File: src/rtl/cmd_sched_pkg.sv
// Shared constants and state encoding for the knight command scheduler.
// Optional feature macro: SQ_REPORT_EN adds the per-square REPORT state.
package cmd_sched_pkg;

    localparam logic [3:0] CMD_CAL     = 4'h0;
    localparam logic [3:0] CMD_MOVE    = 4'h2;
    localparam logic [3:0] CMD_MOVE_FF = 4'h3;

    localparam logic [7:0] RESP_CMPLT  = 8'hA5;
    localparam logic [7:0] RESP_INTER  = 8'h5A;

    localparam logic [9:0] FRWRD_INC   = 10'h010;
    localparam logic [9:0] FRWRD_DEC   = 10'h020;
    localparam logic [9:0] MAX_SPD     = 10'h300;

    typedef enum logic [2:0] {
        ST_IDLE,
        ST_CAL,
        ST_HDG,
        ST_RAMP,
        ST_DECEL,
`ifdef SQ_REPORT_EN
        ST_RESP,
        ST_REPORT
`else
        ST_RESP
`endif
    } state_t;

endpackage

File: src/rtl/cmd_sched_frwrd_ramp.sv
// Forward-speed register: saturating ramp up to MAX_SPD and down to zero.
// Clear wins over increment, increment wins over decrement.
module frwrd_ramp
    import cmd_sched_pkg::*;
(
    input  logic       clk,
    input  logic       rst_n,
    input  logic       i_inc,
    input  logic       i_dec,
    input  logic       i_clr,
    output logic [9:0] o_frwrd
);

    logic [9:0] r_frwrd;

    // NOTE: sequential state uses non-blocking assignments so every register samples pre-edge values.
    always_ff @(posedge clk) begin
        if (!rst_n) begin
            r_frwrd <= '0;
        end else if (i_clr) begin
            r_frwrd <= '0;
        end else if (i_inc) begin
            r_frwrd <= (r_frwrd >= MAX_SPD - FRWRD_INC) ? MAX_SPD : r_frwrd + FRWRD_INC;
        end else if (i_dec) begin
            r_frwrd <= (r_frwrd <= FRWRD_DEC) ? '0 : r_frwrd - FRWRD_DEC;
        end
    end

    assign o_frwrd = r_frwrd;

endmodule

File: src/rtl/cmd_sched.sv
// Command scheduler: calibration or heading-then-forward move of N squares, one status byte back.
// Optional feature macro: SQ_REPORT_EN (0x5A report after each completed square except the last).
module cmd_sched
    import cmd_sched_pkg::*;
(
    input  logic        clk,
    input  logic        rst_n,
    input  logic [15:0] cmd,
    input  logic        cmd_rdy,
    output logic        clr_cmd_rdy,
    output logic        strt_cal,
    input  logic        cal_done,
    output logic [11:0] dsrd_hdg,
    input  logic        at_hdg,
    input  logic        cntrIR,
    output logic [9:0]  frwrd,
    output logic        moving,
    output logic        fanfare,
    output logic        send_resp,
    output logic [7:0]  resp,
    input  logic        resp_sent
);

    state_t      r_state;
    state_t      r_prev_state;
    state_t      w_next_state;
    logic [3:0]  r_op;
    logic [3:0]  r_sq;
    logic [4:0]  r_edge_cnt;
    logic        r_ir_prev;
    logic [11:0] r_hdg;
    logic [7:0]  r_resp;

    logic        w_cnt_win;
    logic        w_edge;
    logic [4:0]  w_cnt_next;
    logic [4:0]  w_target;
    logic        w_latch;
    logic        w_ld_move;
    logic        w_resp_ld;
    logic [7:0]  w_resp_val;
    logic        w_inc;
    logic        w_dec;
    logic        w_clr;
    logic        w_clr_cmd_rdy;
    logic        w_strt_cal;
    logic        w_fanfare;

`ifdef SQ_REPORT_EN
    assign w_cnt_win = (r_state == ST_RAMP) || (r_state == ST_REPORT);
`else
    assign w_cnt_win = (r_state == ST_RAMP);
`endif

    // Centre-line edges only count while the square counter is live.
    assign w_edge     = cntrIR & ~r_ir_prev & w_cnt_win;
    assign w_cnt_next = r_edge_cnt + {4'b0000, w_edge};
    assign w_target   = {r_sq, 1'b0};

    // NOTE: every combinational output gets a default first, so no path can infer a latch.
    always_comb begin
        w_next_state  = r_state;
        w_latch       = 1'b0;
        w_ld_move     = 1'b0;
        w_resp_ld     = 1'b0;
        w_resp_val    = RESP_CMPLT;
        w_inc         = 1'b0;
        w_dec         = 1'b0;
        w_clr         = 1'b0;
        w_clr_cmd_rdy = 1'b0;
        w_strt_cal    = 1'b0;
        w_fanfare     = 1'b0;
        case (r_state)
            ST_IDLE: begin
                if (cmd_rdy) begin
                    w_clr_cmd_rdy = 1'b1;
                    w_latch       = 1'b1;
                    case (cmd[15:12])
                        CMD_CAL: begin
                            w_strt_cal   = 1'b1;
                            w_next_state = ST_CAL;
                        end
                        CMD_MOVE, CMD_MOVE_FF: begin
                            w_ld_move    = 1'b1;
                            w_next_state = ST_HDG;
                        end
                        default: begin
                            w_resp_ld    = 1'b1;
                            w_resp_val   = RESP_INTER;
                            w_next_state = ST_RESP;
                        end
                    endcase
                end
            end
            ST_CAL: begin
                if (cal_done) begin
                    w_resp_ld    = 1'b1;
                    w_next_state = ST_RESP;
                end
            end
            ST_HDG: begin
                w_clr = 1'b1;
                if (at_hdg) w_next_state = ST_RAMP;
            end
            ST_RAMP: begin
                w_inc = 1'b1;
                if (w_cnt_next >= w_target) begin
                    w_next_state = ST_DECEL;
                end
`ifdef SQ_REPORT_EN
                else if (w_edge && !w_cnt_next[0]) begin
                    w_resp_ld    = 1'b1;
                    w_resp_val   = RESP_INTER;
                    w_next_state = ST_REPORT;
                end
`endif
            end
            ST_DECEL: begin
                w_dec = 1'b1;
                if (frwrd == '0) begin
                    w_fanfare    = (r_op == CMD_MOVE_FF);
                    w_resp_ld    = 1'b1;
                    w_next_state = ST_RESP;
                end
            end
            ST_RESP: begin
                if (resp_sent) w_next_state = ST_IDLE;
            end
`ifdef SQ_REPORT_EN
            ST_REPORT: begin
                if (resp_sent) w_next_state = ST_RAMP;
            end
`endif
            default: w_next_state = ST_IDLE;
        endcase
    end

    always_ff @(posedge clk) begin
        if (!rst_n) begin
            r_state      <= ST_IDLE;
            r_prev_state <= ST_IDLE;
            r_op         <= '0;
            r_sq         <= '0;
            r_edge_cnt   <= '0;
            r_ir_prev    <= 1'b0;
            r_hdg        <= '0;
            r_resp       <= '0;
        end else begin
            r_state      <= w_next_state;
            r_prev_state <= r_state;
            r_ir_prev    <= cntrIR;
            if (w_latch) begin
                r_op <= cmd[15:12];
                r_sq <= cmd[3:0];
            end
            if (w_ld_move) begin
                r_hdg      <= {cmd[11:4], 4'h0};
                r_edge_cnt <= '0;
            end else begin
                r_edge_cnt <= w_cnt_next;
            end
            if (w_resp_ld) r_resp <= w_resp_val;
        end
    end

    frwrd_ramp u_frwrd_ramp (
        .clk     (clk),
        .rst_n   (rst_n),
        .i_inc   (w_inc),
        .i_dec   (w_dec),
        .i_clr   (w_clr),
        .o_frwrd (frwrd)
    );

    // A response state pulses send_resp only on the cycle it is entered.
`ifdef SQ_REPORT_EN
    assign send_resp = ((r_state == ST_RESP) || (r_state == ST_REPORT)) && (r_prev_state != r_state);
`else
    assign send_resp = (r_state == ST_RESP) && (r_prev_state != r_state);
`endif

    assign moving      = (r_state == ST_HDG) || (r_state == ST_RAMP) || (r_state == ST_DECEL);
    assign clr_cmd_rdy = w_clr_cmd_rdy;
    assign strt_cal    = w_strt_cal;
    assign fanfare     = w_fanfare;
    assign dsrd_hdg    = r_hdg;
    assign resp        = r_resp;

endmodule

File: config.mk
export PLATFORM = sky130hd
export DESIGN_NAME = cmd_sched
export DESIGN_NICKNAME = d
export VERILOG_FILES = /design/src/rtl/cmd_sched_pkg.sv /design/src/rtl/cmd_sched_frwrd_ramp.sv /design/src/rtl/cmd_sched.sv
export SDC_FILE = /design/constraint.sdc
export NUM_CORES = 1
export LEC_CHECK = 0
export BUFFER_PORTS_ARGS = -buffer_cell sky130_fd_sc_hd__buf_2
export CAP_MARGIN = 20
export CORE_ASPECT_RATIO = 1.4
export CORE_MARGIN = 3
export CORE_UTILIZATION = 51
export DETAILED_ROUTE_END_ITERATION = 7
export PLACE_DENSITY = 0.79
export SLEW_MARGIN = 5
export SYNTH_ARGS = -nofsm -noshare
export SYNTH_HDL_FRONTEND = slang
export SYNTH_SLANG_ARGS = --single-unit
export TNS_END_PERCENT = 50
File: constraint.sdc
create_clock -name clk -period 3.21 [get_ports clk]
set_clock_uncertainty 0.15 [all_clocks]
set_input_delay 0.321 -clock clk [delete_from_list [all_inputs] [get_ports clk]]
set_output_delay 0.321 -clock clk [all_outputs]
set_load 0.1 [all_outputs]
Yosys cells after proc, flatten, opt, wreduce, memory -nomap -nowiden
Index checks and enable logic that the tools add are counted.
{"block": "word_totals", "reg_bits": 46, "input_bits": 23, "output_inout_bits": 35, "word_cells": 79}
{"block": "classes", "add_sub_neg": 3, "order_cmp": 3, "eq_ne": 15, "mux": 33, "bitwise": 4, "n_reduce_logical": 12}
{"operator": "10-bit 2-to-1 mux", "n": 4}
{"operator": "8-bit 2-to-1 mux", "n": 3}
{"operator": "3-bit 2-to-1 mux", "n": 6}
{"operator": "3-bit case mux with 6 select lines", "n": 1}
{"operator": "1-bit 2-to-1 mux", "n": 17}
{"operator": "4-bit by 2-bit equality test with 1-bit output, second input constant", "n": 3}
{"operator": "10-bit by 5-bit adder with 10-bit output, second input constant", "n": 1}
{"operator": "10-bit >= comparator, second input constant", "n": 1}
{"operator": "10-bit by 6-bit <= comparator with 1-bit output, second input constant", "n": 1}
{"operator": "10-bit zero test", "n": 1}
{"operator": "2-bit inequality test, second input constant", "n": 5}
{"operator": "10-bit by 6-bit subtractor with 10-bit output, second input constant", "n": 1}
{"operator": "3-bit by 2-bit equality test with 1-bit output, second input constant", "n": 2}
{"operator": "3-bit equality test, second input constant", "n": 2}
{"operator": "3-bit case mux with 2 select lines", "n": 1}
{"operator": "6-bit AND reduction", "n": 1}
{"operator": "2-bit OR reduction", "n": 3}
{"operator": "5-bit by 1-bit adder with 5-bit output", "n": 1}
{"operator": "5-bit >= comparator", "n": 1}
{"operator": "4-bit zero test", "n": 1}
{"operator": "3-bit by 1-bit equality test with 1-bit output, second input constant", "n": 1}
{"operator": "3-bit zero test", "n": 1}
{"operator": "3-bit inequality test", "n": 1}
{"operator": "1-bit case mux with 3 select lines", "n": 1}
{"operator": "other kinds (7)", "n": 10}

Longest topological paths before layout
Gate-level depths: netlist (run 1).
{"block": "depth", "word_depth": 7, "depth_mapped": 13, "ltp_nobuf": 12}

Hierarchy
Synthesis (run 1) repeated with hierarchy kept, for this count alone.
{"block": "hier_totals", "hier_cells": 235, "hier_area_um2": 2072.0}
{"module": "cmd_sched", "instances": 1, "cells_each": 173, "area_per_inst_um2": 1532.7, "seq_area_each_um2": 600.6}
{"module": "frwrd_ramp", "instances": 1, "cells_each": 62, "area_per_inst_um2": 539.3, "seq_area_each_um2": 120.1}

Worst setup path before layout (run 1)
Ideal clock, no wire load.
{"block": "synth_path", "path_type": "register to output", "start": "reg u_frwrd_ramp.r_frwrd[9], in the netlist u_frwrd_ramp.o_frwrd[9]", "end": "out fanfare", "arrival_ns": 4.223, "required_ns": 2.739, "slack_ns": -1.484, "stages_incl_launch_ff": 5, "n_path_buf": 1, "cell_sequence": "dfxtp_1 -> buf_6 -> nor4_4 -> nand3_1 -> nor4_1"}
{"block": "synth_between", "elab_chain_cells": 3}
{"item": "from (decl)", "line_no": "cmd_sched_frwrd_ramp.sv:14", "rtl": "logic [9:0] r_frwrd;"}
{"item": "from (signal assigned)", "line_no": "cmd_sched_frwrd_ramp.sv:23", "rtl": "r_frwrd <= (r_frwrd >= MAX_SPD - FRWRD_INC) ? MAX_SPD : r_frwrd + FRWRD_INC;"}
{"item": "from (signal assigned)", "line_no": "cmd_sched_frwrd_ramp.sv:25", "rtl": "r_frwrd <= (r_frwrd <= FRWRD_DEC) ? '0 : r_frwrd - FRWRD_DEC;"}
{"item": "10-bit zero test", "line_no": "cmd_sched.sv:120", "rtl": "if (frwrd == '0) begin"}
{"item": "1-bit 2-to-1 mux", "line_no": "cmd_sched.sv:120"}
{"item": "1-bit 2-to-1 mux", "line_no": "cmd_sched.sv:73", "rtl": "case (r_state)"}
{"item": "to (decl)", "line_no": "cmd_sched.sv:18", "rtl": "output logic fanfare,"}
No other way between the ends.

Worst setup path in the final report (run 1)
{"block": "layout_path", "start": "reg r_state[2]", "end": "reg r_state[1]"}
{"block": "layout_between", "elab_chain_cells": 6, "elab_cells_between_ends": 17, "cone_classes": "add/sub (1); order compare (1); eq/ne (11); mux (1); bitwise (1); reduce/logical (2)"}
{"item": "from (decl)", "line_no": "cmd_sched.sv:24", "rtl": "state_t r_state;"}
{"item": "from (signal assigned)", "line_no": "cmd_sched.sv:149", "rtl": "r_state <= w_next_state;"}
{"item": "3-bit by 2-bit equality test with 1-bit output", "line_no": "cmd_sched.sv:52", "rtl": "assign w_cnt_win = (r_state == ST_RAMP);"}
{"item": "1-bit AND", "line_no": "cmd_sched.sv:56", "rtl": "assign w_edge = cntrIR & ~r_ir_prev & w_cnt_win;"}
{"item": "5-bit by 1-bit adder with 5-bit output", "line_no": "cmd_sched.sv:57", "rtl": "assign w_cnt_next = r_edge_cnt + {4'b0000, w_edge};"}
{"item": "net w_cnt_next[4]", "line_no": "cmd_sched.sv:36", "rtl": "logic [4:0] w_cnt_next;"}
{"item": "5-bit >= comparator", "line_no": "cmd_sched.sv:107", "rtl": "if (w_cnt_next >= w_target) begin"}
{"item": "2-bit by 1-bit inequality test with 1-bit output (no source line)"}
{"item": "6-bit AND reduction (no source line)"}
The timed path passes the listed nets, and every way through them passes these cells.
A chain may end at the register's enable or synchronous reset.

==> flow_metrics.py, run 1 <==
metrics = {
    "placement": {
        "pre_cts_ws_ns": 0.302,
        "dpl.hpwl_um": 3260,
        "numPortBuffers": 49,
        "globalplace.congestion": 0.918,
    },
    "global_routing": {
        "overflow": 0,
        "grt_pass1_vias": 1733,
        "grt_first_pass_wirelength_um": 7330,
        "grt_max_degree": 32,
        "antenna_found_initial": 0,
        "track_usage_pct": 20.1,
    },
    "die": {
        "fp.coreArea_um2": 3710,
        "initial_core_util_pct": 53.9,
        "die_area_um2": 4720,
        "std_cell_rows": 26,
        "die_w_um": 58.9,
        "die_y_um": 80.1,
        "ios": 58,
    },
    "clock_tree": {
        "cts.path.max_buffers": 2,
        "cts_root_buf": "clkbuf_8",
        "clock_latency_ns": 0.29,
        "cts_htree_levels": 2,
        "cts.sinks": 36,
        "cts_buffers": 5,
        "postCtsSetupBuffers": 0,
        "cts_tree": "done",
        "hold_buffers": 0,
        "clkTransAtPathRegs_ns": 0.07,
    },
    "yosys": {
        "yosys.area.top_type": "dfxtp_1",
        "avgSynthCellArea_um2": 8.58,
        "yosysSeqAreaShare_pct": 36.0,
        "netlist_instances": 233,
        "synthesis.area_um2": 2000,
        "synth-async-reset-ratio_pct": 0,
        "synth.distinct_cells": 50,
        "synth_seq_cells": 36,
        "synth_warnings": 0,
        "synth_edf_count": 0,
        "synthTopCellsByArea": "dfxtp_1, ha_1, buf_4",
        "ys.flop_type": "dfxtp_1",
        "synth_top_area_share_pct": 36.0,
    },
    "pwr": {
        "p_per_area_nw_per_um2": 892,
        "peakVddDrop_mv": 0.645,
        "p_leak_uw": 0.00110,
    },
    "detailed_routing": {
        "dr_wl_met3_um": 234,
        "drcViolationCount": 0,
        "top_layer": "met4",
        "detail-route-antenna-nets": 0,
        "vias_per_cell": 5.45,
        "route.met2.wl_um": 2260,
        "drtPass1Iterations": 4,
        "drt-met1-wl_um": 1720,
        "routedWlPerCell_um": 13.5,
        "drtIter0Drc": 108,
        "dr_total_vias": 1739,
        "drt_wl_total_um": 4320,
    },
    "timing": {
        "slew_viol_final": 0,
        "fmax_mhz": 348,
        "maxSlewHeadroom_pct": 59.8,
        "hold_violations": 0,
        "finalCritPeriodShare_pct": 89.4,
        "setup_viol": 0,
        "setup_tns_ns": 0,
        "tightest_slew_ns": 0.596,
        "grt_setup_unrepaired": "false",
        "worst_slack_ns": 0.340,
        "fin_crit_ns": 2.87,
    },
    "outcome": {
        "status": "finished clean",
    },
    "setup_path": {
        "slowest_stage": "a2111oi_1",
        "slowest_delay_ns": 0.45,
        "crit_path_end": "r_state[1]",
        "critical_path_class": "flip-flop to flip-flop",
        "rr_worst_depth": 12,
        "worst_ep_arrival_time_ns": 2.96,
        "crit_family": "simple AND/OR/NAND/NOR gates",
        "r2r_slack_ns": 0.34,
        "path_depth": 12,
        "crit_path_end_kind": "flip-flop",
        "r2r_end": "r_state[1]",
        "crit_chain": "nand3b_1 -> nor3b_1 -> ha_1 -> ha_1 -> nand3_1 -> xnor2_1 -> ha_1 -> nand3_1 -> a21oi_1 -> a2111oi_1 -> or2_1 -> o221a_2",
        "worstReg2RegStart": "r_state[2]",
        "startpoint_type": "flip-flop",
        "worst-path-max-fanout": 3,
        "cpMostUsedCell": "ha_1",
        "worstPathRequired_ns": 3.30,
        "crit_buf_inv": 0,
        "crit_path_start": "r_state[2]",
    },
    "cells_and_area": {
        "nets": 311,
        "n_fill_cell": 342,
        "num_antenna_cells": 0,
        "layout-drive-gt1-share_pct": 24.2,
        "syn2layout_area_growth_pct": 14.8,
    },
    "hold_path": {
        "hold_depth": 2,
        "hold_path_class": "input port to flip-flop",
    },
    "flow_run": {
        "drv_cap": 0,
    },
}
==> worst min path at each step <==
stage	slack [ns]	end	from
global placement	0.30	r_sq[1]	r_sq[1]
CTS	0.09	r_ir_prev	cntrIR
floorplan	0.29	r_ir_prev	cntrIR
global route	0.11	r_ir_prev	cntrIR
finish	0.09	r_ir_prev	cntrIR
detailed placement	0.32	r_sq[1]	r_sq[1]
==> area by class of cell <==
| cell class | instances | area (um^2) | share of cell area (%) |
|---|---|---|---|
| Clock buffer | 6 | 72.6 | 3.16 |
| Clock inverter | 1 | 5.00 | 0.218 |
| Inverter | 16 | 60.1 | 2.62 |
| Multi-Input combinational cell | 164 | 1100 | 48.0 |
| Sequential cell | 36 | 721 | 31.4 |
| Tap cell | 42 | 52.6 | 2.29 |
| Timing Repair Buffer | 54 | 283 | 12.3 |
==> state kept, by name (all words and copies together) (netlist names) <==
| name | cells |
|---|---|
| r_sq | 4 |
| r_ir_prev | 1 |
| r_op | 4 |
| u_frwrd_ramp.o_frwrd | 6 |
| r_edge_cnt | 5 |
| r_state | 3 |
| dsrd_hdg | 8 |
| r_prev_state | 3 |
| resp | 2 |
==> logic make-up after synthesis <==
logic type | share of synthesized area [%]
xor+xnor | 2.63
simple gates | 20.9
compound gates | 18.0
fa+ha+maj | 6.88
flops | 36.0
other cells | 0.188
buf+inv | 10.8
mux | 4.51
==> cells in the mapped netlist (2+ instances only) <==
cell       count
a2111oi_0      2
a21boi_0      10
a21o_1         2
a21oi_1        5
a311oi_1       2
a31oi_1        2
and2_1         5
and3_1         5
buf_2          5
buf_4         14
clkbuf_1       4
dfxtp_1       36
ha_1          11
inv_1         15
mux2i_1        9
nand2_1       24
nand2b_1       2
nand3_1       10
nor2_1         9
nor2b_1       12
nor3_1         2
nor4_1         3
o21ai_0       12
o31ai_1        2
xnor2_1        5
==> worst reg2reg max path: stages, from the launching register on <==
cell,delay [ns]
dfxtp_1,0.31
nand3b_1,0.18
nor3b_1,0.23
ha_1,0.21
ha_1,0.19
nand3_1,0.10
xnor2_1,0.19
ha_1,0.28
nand3_1,0.09
a21oi_1,0.04
a2111oi_1,0.45
or2_1,0.22
o221a_2,0.19
==> per-stage QoR <==
step | cells | utilization (%) | area, um^2 | power, uW | hold slack, ns
6_report | 319 | 61.9 | 2300 | 2050 | 0.0921
2_1_floorplan | 240 | - | 2040 | 1610 | 0.293
4_1_cts | 319 | 61.9 | 2290 | 2060 | 0.0863
3_5_place_dp | 312 | 59.8 | 2220 | 1750 | 0.317
5_1_grt | 319 | 61.9 | 2300 | 2160 | 0.112
3_3_place_gp | 312 | 59.8 | 2220 | 1740 | 0.303
==> report_power, final <==
group	total, uW	switching (uW)	leakage (uW)	internal (uW)
Sequential	581	67.7	0.000293	513
Clock	303	156	0.0000410	147
Combinational	1160	895	0.000762	270
==> per-layer routing <==
metal | GRT usage [%] | up-vias
met5 | 0 | -
met4 | 9.30 | 0
met3 | 4.18 | 8
met2 | 36.3 | 51
met1 | 21.7 | 803
li1 | - | 877
==> timing repair <==
item / 4_1_cts / 5_1_grt
endpoints found under the hold margin: 0 / 0
resized for setup: 0 / 1
endpoints found under the setup margin: 0 / 3
==> cells in the final DEF (no fill, tap or decap), types with 2 or more instances in the layout <==
cell type,n
nand2_1,24
buf_2,49
and2_1,5
nor2b_1,12
nand3_1,10
a21oi_1,5
conb_1,8
nor2_1,9
a21boi_0,10
o21ai_0,12
o31ai_1,2
xnor2_1,5
nor4_1,2
ha_1,11
inv_1,15
a311oi_1,2
a31oi_1,2
dfxtp_1,36
clkbuf_8,5
a21o_1,2
nor3_1,2
mux2i_1,9
nand2b_1,2
buf_4,5
and3_1,5
No activity file was read; power rests on OpenSTA's default activity.
==> run 2, diff against run 1 <==
==> constraint.sdc (replaced) <==
create_clock -name clk -period 3.21 [get_ports clk]
set_clock_uncertainty 0.15 [all_clocks]
set_input_delay 0.642 -clock clk [delete_from_list [all_inputs] [get_ports clk]]
set_output_delay 0.642 -clock clk [all_outputs]
set_load 0.1 [all_outputs]
==> run 2 against run 1 <==
Against the previous run:
- sequential cell count unchanged
- critical path depth unchanged
- global-route usage barely moved
- register-to-register slack improved by 0.04 ns
- sequential power about the same
- first-iteration DRC count is 37% lower
- critical path type unchanged
- non-clock buffer count grew 2
- combinational power hardly changed
- via count barely moved
==> flow_metrics.py, run 2 (synthesis results as in run 1) <==
metrics = {
    "die": {
        "ios": 58,
        "initial_core_util_pct": 53.9,
        "die_w_um": 58.9,
        "std_cell_rows": 26,
        "die_area_um2": 4720,
        "fp.coreArea_um2": 3710,
        "die_y_um": 80.1,
    },
    "timing": {
        "worst_slack_ns": 0.376,
        "fmax_mhz": 353,
        "whs_ns": 0.315,
        "tightest_slew_ns": 0.556,
        "hold_violations": 0,
        "fin_crit_ns": 2.83,
        "finalCritPeriodShare_pct": 88.3,
        "setup_viol": 0,
        "slew_viol_final": 0,
        "setup_tns_ns": 0,
        "grt_setup_unrepaired": "false",
        "maxSlewHeadroom_pct": 62.6,
    },
    "flow_run": {
        "drv_cap": 0,
    },
    "clock_tree": {
        "cts_resized": 0,
        "cts_buffers": 5,
        "cts.path.max_buffers": 2,
        "postCtsSetupBuffers": 0,
        "cts_root_buf": "clkbuf_8",
        "cts_tree": "done",
        "cts_htree_levels": 2,
        "hold_buffers": 0,
        "clock_latency_ns": 0.29,
        "clkTransAtPathRegs_ns": 0.08,
        "cts.sinks": 36,
    },
    "global_routing": {
        "grt_max_degree": 32,
        "grt_first_pass_wirelength_um": 7400,
        "overflow": 0,
        "antenna_found_initial": 0,
        "track_usage_pct": 20.1,
        "grt_pass1_vias": 1731,
    },
    "cells_and_area": {
        "multi_input_area_um2": 1120,
        "syn2layout_area_growth_pct": 18.4,
        "seqCellArea_um2": 721,
        "num_antenna_cells": 0,
        "layout-drive-gt1-share_pct": 25.7,
        "mostFrequentLayoutCell": "buf_2",
        "nets": 313,
        "largest_reg_flops": 8,
        "final_cell_mix": "buf_2, dfxtp_1, nand2_1",
        "n_fill_cell": 333,
    },
    "setup_path": {
        "worst-path-max-fanout": 3,
        "startpoint_type": "flip-flop",
        "worst_ep_arrival_time_ns": 2.93,
        "critical_path_class": "flip-flop to flip-flop",
        "crit_path_end_kind": "flip-flop",
        "worstPathRequired_ns": 3.30,
    },
    "pwr": {
        "p_per_area_nw_per_um2": 912,
        "p_leak_uw": 0.00112,
        "peakVddDrop_mv": 0.860,
    },
    "detailed_routing": {
        "drcViolationCount": 0,
        "drt_wl_total_um": 4190,
        "dr_total_vias": 1738,
        "detail-route-antenna-nets": 0,
        "vias_per_cell": 5.40,
        "routedWlPerCell_um": 13.0,
        "drtPass1Iterations": 4,
        "drtIter0Drc": 68,
    },
    "hold_path": {
        "hold_path_class": "flip-flop to flip-flop",
    },
    "placement": {
        "pre_cts_ws_ns": 0.129,
        "globalplace.congestion": 0.850,
        "numPortBuffers": 49,
        "dpl.hpwl_um": 3140,
    },
    "outcome": {
        "status": "finished clean",
    },
}
[run 2: cell types whose count changed in the layout (fill, tap and decap cells not counted)]
cell        previous run  this run
bufinv_16              0         1
a311oi_2               0         1
buf_4                  5         7
clkinvlp_4             0         1
clkbuf_1               1         0
nor4b_2                1         0
nor4b_4                0         1
a311oi_1               2         1
nor4_2                 1         0
a2111oi_0              1         2
a2111oi_1              1         0
nor4_4                 1         2
[run 2: final cells by class]
type,instances,share of cell area (%)
Clock inverter,3,1.80
Multi-Input combinational cell,164,47.5
Clock buffer,5,2.91
Sequential cell,36,30.4
Timing Repair Buffer,56,12.6
Tap cell,42,2.22
Inverter,16,2.54
[run 2: worst max-delay path: stages, from the launching register on]
cell and delay [ns]:
dfxtp_1 0.31, nand3b_1 0.19, nor3b_1 0.20, ha_1 0.20
ha_1 0.18, nand3_1 0.10, xnor2_1 0.19, ha_1 0.27
nand3_1 0.08, a21oi_1 0.04, a2111oi_0 0.48, or2_1 0.22
o221a_2 0.19
[run 2: final timing paths]
kind | start | endpoint | slack (ns) | cells after the start
worst max-delay path | r_state[2] | r_state[1] | 0.38 | 12
worst min-delay path | r_op[1] | r_op[1] | 0.32 | 2
worst max register to register | r_state[2] | r_state[1] | 0.38 | 12
worst min register to register | r_op[1] | r_op[1] | 0.32 | 2
[run 2: routing by layer]
metal | up-vias | wire [um] | share of wire [%] | global-route usage [%]
met4 | 0 | 99 | 2.4 | 10.2
met2 | 55 | 2060 | 49 | 34.2
met1 | 798 | 1790 | 43 | 23.4
li1 | 876 | - | - | -
met3 | 9 | 248 | 5.9 | 4.02
met5 | - | 0 | 0 | 0
[run 2: power by group]
part           internal (uW)  switching, uW
combinational            283            900
clock                    230            167
sequential               513           66.9
[run 2: through the flow]
| stage | area, um^2 | std cells | utilization [%] | total power, uW |
|---|---|---|---|---|
| after floorplan | 2060 | 240 | - | 1620 |
| after global placement | 2260 | 314 | 60.8 | 1760 |
| after detailed placement | 2260 | 314 | 60.8 | 1770 |
| after CTS | 2370 | 322 | 63.8 | 2170 |
| after global routing | 2370 | 322 | 63.8 | 2290 |
| final | 2370 | 322 | 63.8 | 2160 |
==> run 3, diff against run 2 <==
--- a/config.mk
+++ b/config.mk
@@ -5,13 +5,15 @@
 export SDC_FILE = /design/constraint.sdc
 export NUM_CORES = 1
 export LEC_CHECK = 0
+export ABC_AREA = 1
 export BUFFER_PORTS_ARGS = -buffer_cell sky130_fd_sc_hd__buf_2
 export CAP_MARGIN = 20
 export CORE_ASPECT_RATIO = 1.4
 export CORE_MARGIN = 3
-export CORE_UTILIZATION = 51
+export CORE_UTILIZATION = 54
+export CTS_BUF_LIST = sky130_fd_sc_hd__clkbuf_4
 export DETAILED_ROUTE_END_ITERATION = 7
-export PLACE_DENSITY = 0.79
+export PLACE_DENSITY = 0.82
 export SLEW_MARGIN = 5
 export SYNTH_ARGS = -nofsm -noshare
 export SYNTH_HDL_FRONTEND = slang
==> run 3 against run 2 <==
Against the previous run:
- worst hold slack about the same
- total power grew 13%
- register-to-register slack lost 0.04 ns
- design area decreased by 0.11%
- wire length rose by 0.55%
- clock power rose by 20%
- non-clock buffer count down 6
- global-route usage is 0.12 points lower
- largest power group unchanged
==> flow_metrics.py, run 3 <==
metrics = {
    "outcome": {
        "status": "finished clean",
    },
    "setup_path": {
        "worstPathRequired_ns": 3.33,
        "slowest_delay_ns": 0.39,
        "crit_chain": "inv_2 -> nand3_2 -> inv_1 -> nand2_1 -> nor2_1 -> ha_1 -> ha_1 -> nand2_1 -> inv_1 -> nand2_1 -> xor2_1 -> inv_1 -> ha_1 -> nand2_1 -> nand2_1 -> nor2_1 -> nand3_1 -> nand3_2 -> nand2_1 -> a21oi_1",
        "cpMostUsedCell": "nand2_1",
        "crit_buf_inv": 4,
        "critical_path_class": "flip-flop to flip-flop",
        "crit_path_end_kind": "flip-flop",
        "worst_ep_arrival_time_ns": 3.00,
        "crit_family": "simple AND/OR/NAND/NOR gates",
        "startpoint_type": "flip-flop",
        "slowest_stage": "dfxtp_1",
        "worst-path-max-fanout": 5,
    },
    "cells_and_area": {
        "final_cell_mix": "nand2_1, buf_2, inv_1",
        "layout-drive-gt1-share_pct": 22.6,
        "nets": 369,
        "num_antenna_cells": 0,
        "seqCellArea_um2": 723,
        "syn2layout_area_growth_pct": 16.6,
        "largest_reg_flops": 8,
        "multi_input_area_um2": 1020,
        "utilization_pct": 67.5,
        "n_fill_cell": 348,
        "mostFrequentLayoutCell": "nand2_1",
    },
    "global_routing": {
        "overflow": 0,
        "antenna_found_initial": 0,
        "grt_pass1_vias": 1838,
        "grt_first_pass_wirelength_um": 7270,
        "grt_max_degree": 21,
        "track_usage_pct": 20.0,
    },
    "hold_path": {
        "hold_path_class": "flip-flop to flip-flop",
    },
    "pwr": {
        "p_leak_uw": 0.00127,
        "switching_share_pct": 54.0,
        "total_power_uw": 2430,
        "peakVddDrop_mv": 0.946,
        "p_comb_share_pct": 54.9,
        "p_switching_uw": 1310,
        "clkPwrFrac_pct": 19.6,
        "p_per_area_nw_per_um2": 1030,
        "p_int_uw": 1120,
        "power_frac_seq_pct": 25.5,
    },
    "yosys": {
        "synthesis.area_um2": 2030,
        "synth_edf_count": 0,
        "synth.distinct_cells": 33,
        "ys.flop_type": "dfxtp_1",
        "synth-async-reset-ratio_pct": 0,
        "yosys.area.top_type": "dfxtp_1",
        "yosysMostFrequentCell": "nand2_1",
        "synthTopCellsByArea": "dfxtp_1, nand2_1, inv_1",
        "synth_warnings": 0,
        "avgSynthCellArea_um2": 6.99,
        "synth_top_area_share_pct": 35.5,
        "synth_seq_cells": 36,
        "yosysSeqAreaShare_pct": 35.5,
        "synthTopCellsByCount": "nand2_1, inv_1, nor2_1, dfxtp_1, o21ai_0",
        "netlist_instances": 290,
    },
    "die": {
        "fp.coreArea_um2": 3500,
        "ios": 58,
        "die_w_um": 57.8,
        "die_y_um": 78.5,
        "die_area_um2": 4540,
        "initial_core_util_pct": 57.9,
        "std_cell_rows": 25,
    },
    "clock_tree": {
        "cts.sinks": 36,
        "clock_latency_ns": 0.34,
        "cts.path.max_buffers": 2,
        "postCtsSetupBuffers": 0,
        "clkTransAtPathRegs_ns": 0.12,
        "cts_htree_levels": 2,
        "cts_buffers": 5,
        "cts_tree": "done",
        "cts_root_buf": "clkbuf_4",
    },
    "timing": {
        "slew_viol_final": 0,
        "worst_slack_ns": 0.337,
        "grt_setup_unrepaired": "false",
        "setup_tns_ns": 0,
        "fmax_mhz": 348,
        "fin_crit_ns": 2.87,
        "hold_violations": 0,
        "whs_ns": 0.315,
        "setup_viol": 0,
        "finalCritPeriodShare_pct": 89.5,
    },
    "detailed_routing": {
        "detail-route-antenna-nets": 0,
        "dr_total_vias": 1918,
        "drtIter0Drc": 86,
        "drt_wl_total_um": 4220,
        "vias_per_cell": 5.10,
        "drtPass1Iterations": 4,
        "routedWlPerCell_um": 11.2,
        "drcViolationCount": 0,
    },
    "placement": {
        "numPortBuffers": 49,
        "globalplace.congestion": 0.931,
        "pre_cts_ws_ns": 0.307,
        "dpl.hpwl_um": 3270,
    },
    "flow_run": {
        "drv_cap": 0,
    },
}
-- run 3: through the flow --
stage | cell area [um^2] | instances
after floorplan | 2070 | 297
after global placement | 2230 | 368
after detailed placement | 2230 | 368
after CTS | 2360 | 376
after global routing | 2360 | 376
final | 2360 | 376
-- run 3: layout make-up --
| cell class | instances | area share [%] |
|---|---|---|
| multi-input combinational | 193 | 43.1 |
| sequential | 36 | 30.6 |
| timing repair buffer | 50 | 10.7 |
| inverter | 49 | 8.10 |
| clock inverter | 3 | 3.81 |
| tap | 40 | 2.12 |
| clock buffer | 5 | 1.59 |
-- run 3: cells by family after synthesis --
family	Yosys count	synth area share (%)
simple gates	127	28.5
buf+inv	68	16.0
compound gates	43	11.2
flops	36	35.5
fa+ha+maj	11	6.79
xor+xnor	4	1.73
other cells	1	0.185
-- run 3: final timing paths --
check,startpoint,to,slack (ns),depth (start not counted)
max,r_state[2],r_state[1],0.34,20
min,r_op[2],r_op[2],0.31,2
max reg2reg,r_state[2],r_state[1],0.34,20
min reg2reg,r_op[2],r_op[2],0.31,2
-- run 3: power by group through the flow --
stage	clock (uW)	sequential (uW)	combinational, uW
4_1_cts	486	617	1340
5_1_grt	509	630	1450
3_3_place_gp	0	622	1320
2_1_floorplan	0	889	922
6_report	477	620	1330
3_5_place_dp	0	626	1330
-- run 3: worst min-delay path, stage by stage, from the launching register on --
cell	delay (ns)
dfxtp_1	0.31
inv_1	0.06
a21oi_1	0.06
-- run 3: routing by layer --
layer / track usage (%) / wire (um) / vias up
li1: - / - / 982
met4: 9.05 / 87 / 0
met3: 4.93 / 314 / 10
met1: 21.5 / 1710 / 858
met5: 0 / 0 / -
met2: 35.9 / 2110 / 68
-- run 3: timing repair --
action,in CTS,in global routing
hold buffers,0,0
endpoints found under the setup margin,0,3
resized for setup,0,2
